`config.mk`:
```
export PLATFORM = sky130hd
export DESIGN_NAME = ctrl_pipe
export DESIGN_NICKNAME = d
export VERILOG_FILES = /design/src/rtl/ctrl_pipe_pkg.sv /design/src/rtl/ctrl_pipe_decode.sv /design/src/rtl/ctrl_pipe.sv
export SDC_FILE = /design/constraint.sdc
export NUM_CORES = 1
export LEC_CHECK = 0
export BUFFER_PORTS_ARGS = -buffer_cell sky130_fd_sc_hd__clkbuf_2
export CORE_MARGIN = 3
export CORE_UTILIZATION = 53
export CTS_CLUSTER_SIZE = 8
export DETAILED_ROUTE_END_ITERATION = 8
export PLACE_DENSITY = 0.79
export SYNTH_ARGS = -nofsm -noshare
export SYNTH_HDL_FRONTEND = slang
export SYNTH_SLANG_ARGS = --single-unit
```
`constraint.sdc`:
```
create_clock -name Clk -period 2.8 [get_ports Clk]
set_clock_uncertainty 0.05 [all_clocks]
set_input_delay 0 -clock Clk [delete_from_list [all_inputs] [get_ports Clk]]
set_output_delay 0 -clock Clk [all_outputs]
set_load 0.03 [all_outputs]
```
`src/rtl/ctrl_pipe_pkg.sv`:
```
// Shared definitions for the 9-bit control pipeline: opcode constants,
// instruction-class codes, the registered control bundle and the pipe FSM states.
package definitions;

   localparam logic [4:0] OP_LOAD   = 5'b11010;
   localparam logic [4:0] OP_STORE  = 5'b11011;
   localparam logic [3:0] OP_BRANCH = 4'b1111;
   localparam logic [8:0] ACK_WORD  = 9'b010001111;

   // Top-two-bit classes of everything that is not load/store/branch/Ack
   localparam logic [1:0] CLS_CONST = 2'b00;
   localparam logic [1:0] CLS_RC    = 2'b01;
   localparam logic [1:0] CLS_ALU   = 2'b10;

   typedef enum logic [1:0] {
      RUN    = 2'd0,
      BUBBLE = 2'd1,
      HALTED = 2'd2
   } pipe_state_t;

   typedef struct packed {
      logic       cond_jump;
      logic       abs_rel;
      logic       reg_wr;
      logic       mem_wr;
      logic       load;
      logic       mid1;
      logic       mid2;
      logic [2:0] const_ctl;
      logic [1:0] br_cond;
   } ctrl_t;

   localparam ctrl_t CTRL_NOP = '0;

endpackage

```
`src/rtl/ctrl_pipe_decode.sv`:
```
// Combinational instruction decoder: Instruction -> control bundle and register addresses.
// Zero latency, no state; RC-class ops read and write RC_ADDR, branches read BR_BASE + imm.
module ctrl_decode
   import definitions::*;
#(
   parameter int unsigned IW      = 9,
   parameter int unsigned RAW     = 4,
   parameter int unsigned RC_ADDR = 15,
   parameter int unsigned BR_BASE = 11
) (
   input  logic [IW-1:0]  instr,
   output ctrl_t          ctrl,
   output logic           ack,
   output logic [RAW-1:0] rd_addr_a,
   output logic [RAW-1:0] rd_addr_b,
   output logic [RAW-1:0] wr_addr
);

   logic [RAW-1:0] rc;
   logic [RAW-1:0] f_lo;
   logic [RAW-1:0] f_hi;
   logic [RAW-1:0] f_imm;
   logic [RAW-1:0] br_addr;

   assign rc      = RAW'(RC_ADDR);
   assign f_lo    = RAW'(instr[1:0]);
   assign f_hi    = RAW'(instr[3:2]);
   assign f_imm   = RAW'(instr[3:0]);
   assign br_addr = RAW'(BR_BASE) + f_lo;

   always_comb begin
      ctrl      = CTRL_NOP;
      ack       = 1'b0;
      rd_addr_a = '0;
      rd_addr_b = '0;
      wr_addr   = '0;
      if (instr == IW'(ACK_WORD)) begin
         ack = 1'b1;
      end else if (instr[IW-1 -: 5] == OP_LOAD) begin
         ctrl.load   = 1'b1;
         ctrl.reg_wr = 1'b1;
         rd_addr_a   = f_hi;
         rd_addr_b   = f_lo;
         wr_addr     = f_lo;
      end else if (instr[IW-1 -: 5] == OP_STORE) begin
         ctrl.mem_wr = 1'b1;
         rd_addr_a   = f_hi;
         rd_addr_b   = f_lo;
      end else if (instr[IW-1 -: 4] == OP_BRANCH) begin
         // Condition field of zero means an unconditional jump
         ctrl.cond_jump = |instr[3:2];
         ctrl.abs_rel   = instr[4];
         ctrl.br_cond   = instr[3:2];
         rd_addr_a      = br_addr;
         rd_addr_b      = rc;
      end else begin
         case (instr[IW-1 -: 2])
            CLS_CONST: begin
               ctrl.const_ctl = instr[6:4];
               ctrl.reg_wr    = 1'b1;
               rd_addr_a      = rc;
               rd_addr_b      = rc;
               wr_addr        = rc;
            end
            CLS_RC: begin
               ctrl.mid1   = instr[6];
               ctrl.mid2   = instr[5];
               ctrl.reg_wr = 1'b1;
               rd_addr_a   = rc;
               rd_addr_b   = f_imm;
               wr_addr     = rc;
            end
            CLS_ALU: begin
               ctrl.mid1   = instr[6];
               ctrl.mid2   = instr[5];
               ctrl.reg_wr = 1'b1;
               rd_addr_a   = f_lo;
               rd_addr_b   = f_hi;
               wr_addr     = f_lo;
            end
            default: ;
         endcase
      end
   end

endmodule

```
`src/rtl/ctrl_pipe.sv`:
```
// Registered, stall-aware control stage between fetch and execute; 1-cycle decode-to-output.
// StallIn holds the output register; load-use hazards insert LOAD_BUBBLES bubbles via FetchStall.
module ctrl_pipe
   import definitions::*;
#(
   parameter int unsigned IW           = 9,
   parameter int unsigned RAW          = 4,
   parameter int unsigned RC_ADDR      = 15,
   parameter int unsigned BR_BASE      = 11,
   parameter int unsigned LOAD_BUBBLES = 1
) (
   input  logic           Clk,
   input  logic           Reset,
   input  logic [IW-1:0]  Instruction,
   input  logic           InstValid,
   input  logic           StallIn,
   input  logic           Flush,
   output logic           FetchStall,
   output logic           OutValid,
   output logic           ConditionalJump,
   output logic           BranchAbsOrRel,
   output logic           RegWrEn,
   output logic           MemWrEn,
   output logic           LoadInst,
   output logic           MiddleFlag1,
   output logic           MiddleFlag2,
   output logic [2:0]     ConstantControl,
   output logic [1:0]     BranchConditions,
   output logic [RAW-1:0] RegReadAddrA,
   output logic [RAW-1:0] RegReadAddrB,
   output logic [RAW-1:0] RegWriteAddr,
   output logic           Halted
);

   localparam logic [1:0] BUB_LOAD = 2'(LOAD_BUBBLES - 1);

   ctrl_t          dec;
   logic           dec_ack;
   logic [RAW-1:0] dec_a;
   logic [RAW-1:0] dec_b;
   logic [RAW-1:0] dec_w;

   ctrl_decode #(
      .IW      (IW),
      .RAW     (RAW),
      .RC_ADDR (RC_ADDR),
      .BR_BASE (BR_BASE)
   ) u_decode (
      .instr     (Instruction),
      .ctrl      (dec),
      .ack       (dec_ack),
      .rd_addr_a (dec_a),
      .rd_addr_b (dec_b),
      .wr_addr   (dec_w)
   );

   pipe_state_t    state, state_nxt;
   logic [1:0]     cnt, cnt_nxt;
   ctrl_t          q, q_nxt;
   logic           vld, vld_nxt;
   logic [RAW-1:0] qa, qa_nxt;
   logic [RAW-1:0] qb, qb_nxt;
   logic [RAW-1:0] qw, qw_nxt;
   logic           hazard;
   logic           stall_req;
   logic           take_bubble;
   logic           take_dec;

   // Conservative: both read addresses compared whether or not the operand is used
   assign hazard = InstValid && vld && q.load && ((dec_a == qw) || (dec_b == qw));

   always_comb begin
      state_nxt   = state;
      cnt_nxt     = cnt;
      stall_req   = 1'b0;
      take_bubble = 1'b0;
      take_dec    = 1'b0;
      if (Flush) begin
         take_bubble = 1'b1;
         cnt_nxt     = 2'd0;
         state_nxt   = (state == HALTED) ? HALTED : RUN;
         stall_req   = (state == HALTED);
      end else if (StallIn) begin
         stall_req = 1'b1;
      end else begin
         case (state)
            HALTED: begin
               take_bubble = 1'b1;
               stall_req   = 1'b1;
            end
            BUBBLE: begin
               take_bubble = 1'b1;
               stall_req   = 1'b1;
               if (cnt <= 2'd1) begin
                  cnt_nxt   = 2'd0;
                  state_nxt = RUN;
               end else begin
                  cnt_nxt = cnt - 2'd1;
               end
            end
            default: begin
               if (hazard) begin
                  take_bubble = 1'b1;
                  stall_req   = 1'b1;
                  cnt_nxt     = BUB_LOAD;
                  state_nxt   = (LOAD_BUBBLES == 1) ? RUN : BUBBLE;
               end else if (InstValid) begin
                  take_dec = 1'b1;
                  if (dec_ack) begin
                     state_nxt = HALTED;
                  end
               end else begin
                  take_bubble = 1'b1;
               end
            end
         endcase
      end
   end

   always_comb begin
      q_nxt   = q;
      vld_nxt = vld;
      qa_nxt  = qa;
      qb_nxt  = qb;
      qw_nxt  = qw;
      if (take_bubble) begin
         q_nxt   = CTRL_NOP;
         vld_nxt = 1'b0;
         qa_nxt  = '0;
         qb_nxt  = '0;
         qw_nxt  = '0;
      end else if (take_dec) begin
         q_nxt   = dec;
         vld_nxt = 1'b1;
         qa_nxt  = dec_a;
         qb_nxt  = dec_b;
         qw_nxt  = dec_w;
      end
   end

   always_ff @(posedge Clk) begin
      if (Reset) begin
         state <= RUN;
         cnt   <= 2'd0;
         q     <= CTRL_NOP;
         vld   <= 1'b0;
         qa    <= '0;
         qb    <= '0;
         qw    <= '0;
      end else begin
         state <= state_nxt;
         cnt   <= cnt_nxt;
         q     <= q_nxt;
         vld   <= vld_nxt;
         qa    <= qa_nxt;
         qb    <= qb_nxt;
         qw    <= qw_nxt;
      end
   end

   assign FetchStall       = stall_req && !Reset;
   assign OutValid         = vld;
   assign ConditionalJump  = q.cond_jump;
   assign BranchAbsOrRel   = q.abs_rel;
   assign RegWrEn          = q.reg_wr;
   assign MemWrEn          = q.mem_wr;
   assign LoadInst         = q.load;
   assign MiddleFlag1      = q.mid1;
   assign MiddleFlag2      = q.mid2;
   assign ConstantControl  = q.const_ctl;
   assign BranchConditions = q.br_cond;
   assign RegReadAddrA     = qa;
   assign RegReadAddrB     = qb;
   assign RegWriteAddr     = qw;
   assign Halted           = (state == HALTED);

endmodule

```
==> results.json <==
{
  "power.leakage_nw": 0.784,
  "tritoncts": "done",
  "mostFrequentLayoutCell": "clkbuf_2",
  "cp_slowest_cell": "or4b_1",
  "drt_iter0_drc": 145,
  "via_per_inst": 6.50,
  "firstDrtPassIters": 5,
  "mappedNetlistArea_um2": 1660,
  "fin_crit_sh": 0.929,
  "grt.overflow.total": 0,
  "clockBufferDepth": 2,
  "timing.hold.ws_ns": 0.0424,
  "hold_start": "Instruction[4]",
  "period_minus_slack_ns": 2.60,
  "run_status": "finished, final reports clean",
  "synth_top_cell_by_area": "dfxtp_1",
  "grt_usage": 0.256,
  "ys_ff_latch": 25,
  "peakVddDrop_mv": 0.191,
  "final_util": 0.706,
  "hpwl_um": 3370,
  "ys_warn_count": 0,
  "cts_setup_buffers": 0,
  "port-buffer-count": 40,
  "hold_viol": 0,
  "die_w_um": 62.0,
  "ys_async_sr_fraction": 0,
  "clk_pin_slew_ns": 0.14,
  "core_area_um2": 2880,
  "yosys_most_used_dff": "dfxtp_1",
  "worst_pin_slew_ns": 0.750,
  "syn_area_per_cell_um2": 8.14,
  "dp_slack_ns": 0.147,
  "netlist_top_cells_area": "dfxtp_1 30%, a211oi_1 9.0%, o21ai_0 8.4%, ha_1 5.3%, nand3_1 4.8%",
  "fp-row-count": 19,
  "setup_tns_ns": 0,
  "required_ns": 2.75,
  "routedWlPerCell_um": 16.9,
  "totalWireLength_um": 4860,
  "critPathKind": "input port to output pin",
  "final_cell_mix": "40 x clkbuf_2, 28 x o21ai_0, 25 x dfxtp_1, 19 x a211oi_1, 16 x nand3_1",
  "reg2reg_from": "state[1]",
  "grt_pass1_vias": 1584,
  "cp_cell_sequence": "clkbuf_2 > ha_1 > or4b_1 > o221a_4 > nor2_1 > o21bai_2 > o32ai_4 > buf_4 > o21bai_1 > a21oi_1 > clkbuf_2",
  "rrSetupSlack_ns": 0.71,
  "cts.sinks": 25,
  "route.vias.total": 1865,
  "drc": 0,
  "cp-end-kind": "output pin",
  "die_area_um2": 3840,
  "p_per_area_nw_per_um2": 336,
  "final-max-slew-violation-count": 0,
  "cpMostUsedCell": "clkbuf_2",
  "pin_count": 41,
  "hold_path_class": "input port to register",
  "nNetsFinal": 267,
  "drv_cap": 0,
  "dieHeight_um": 62.0,
  "antenna_found_initial": 0,
  "synth_cell_types": 42,
  "cts_root_buffer": "clkbuf_4",
  "antenna_left": 0,
  "grt_pass1_wl_um": 7380,
  "n_antenna_cell": 0,
  "relSlewSlack": 0.500,
  "post_route_cells_drive_above_1_share": 0.294,
  "cts_inserted_buffers": 3,
  "fmax_mhz": 384,
  "routabilityCongestion": 0.955,
  "worstPathMaxFanout": 12,
  "total_power_uw": 682,
  "grt_max_degree": 29,
  "cpPeakStageDelay_ns": 0.55,
  "syn_to_final_growth_pct": 22.2,
  "fin_ws_ns": 0.198,
  "clk_latency_ns": 0.32,
  "synth_cells": 204,
  "rsz0062_at_grt": "false",
  "finalSetupViolCount": 0,
  "crit_path_start_kind": "input port",
  "start_util": 0.577,
  "critPathLaunch": "Instruction[0]",
  "synth_top_area_frac": 0.301,
  "syn_nets": 225,
  "cts_max_level": 1,
  "seq_area_frac_synth": 0.301,
  "cp_data_arrival_time_ns": 2.55,
  "synth_edf_count": 0
}
[critical path: cells and delay by family]
family / cells / cell delay (ns)
buf+inv: 3 / 0.62
simple gates: 2 / 0.67
fa+ha+maj: 1 / 0.15
compound gates: 5 / 1.12
[layer usage]
| metal | track usage | routed length, µm |
|---|---|---|
| met3 | 0.0496 | 412 |
| met1 | 0.356 | 2060 |
| met2 | 0.385 | 2240 |
| met4 | 0.109 | 146 |
| met5 | 0 | 0 |
[registers in the layout, indices dropped and copies added, names as in the netlist]
register / cells
BranchAbsOrRel: 1
BranchConditions: 2
ConditionalJump: 1
ConstantControl: 3
LoadInst: 1
MemWrEn: 1
MiddleFlag1: 1
MiddleFlag2: 1
OutValid: 1
RegReadAddrA: 4
RegReadAddrB: 4
RegWrEn: 1
RegWriteAddr: 3
state: 1
[cell families after synthesis]
kind of cell	count (synthesis)	synth area share
flip-flops	25	0.301
AND/OR/NAND/NOR	60	0.213
adder cells (fa/ha/maj)	7	0.0527
buffers and inverters	27	0.0678
XOR/XNOR	3	0.0158
AO/OA/AOI/OAI	82	0.349
[stage by stage]
step                area, µm²  std cells
floorplan                1660        204
global placement         1960        280
detailed placement       1960        280
CTS                      2010        287
global route             2030        287
finish                   2030        287
[cell type report]
class | count | area, µm²
Timing Repair Buffer | 57 | 348
Sequential cell | 25 | 500
Fill cell | 253 | 847
Multi-Input combinational cell | 152 | 1080
Tap cell | 42 | 52.6
Clock buffer | 4 | 26.3
Inverter | 7 | 26.3
[power breakdown]
group          total (mW)  internal [mW]  switching (mW)
Sequential          0.360          0.358         0.00157
Clock               0.165         0.0558           0.109
Combinational       0.158         0.0606          0.0970
Total               0.682          0.474           0.208
[path summary, 6_finish.rpt]
path	to	depth (start not counted)
max	FetchStall	11
min	MemWrEn	4
max reg2reg	RegWriteAddr[1]	5
min reg2reg	ConstantControl[1]	2
[cell usage after synthesis, types with 3 or more instances]
cell / n
o21ai_0: 28
nand3_1: 16
a211oi_2: 4
nor2_1: 4
o22ai_1: 4
or3_1: 3
a21oi_1: 9
buf_2: 6
xor2_1: 3
clkbuf_1: 13
and3_1: 6
dfxtp_1: 25
a211oi_1: 20
nor3_1: 6
or4_1: 4
nand4_1: 6
ha_1: 7
nand2_1: 5
inv_1: 7
[timing repair]
| action | in CTS | in global routing |
|---|---|---|
| endpoints found under the setup margin | 0 | 1 |
| hold buffers | 3 | 0 |
| gates resized for setup | 0 | 2 |
| endpoints found under the hold margin | 3 | 0 |
(Power assumes the default switching activity.)
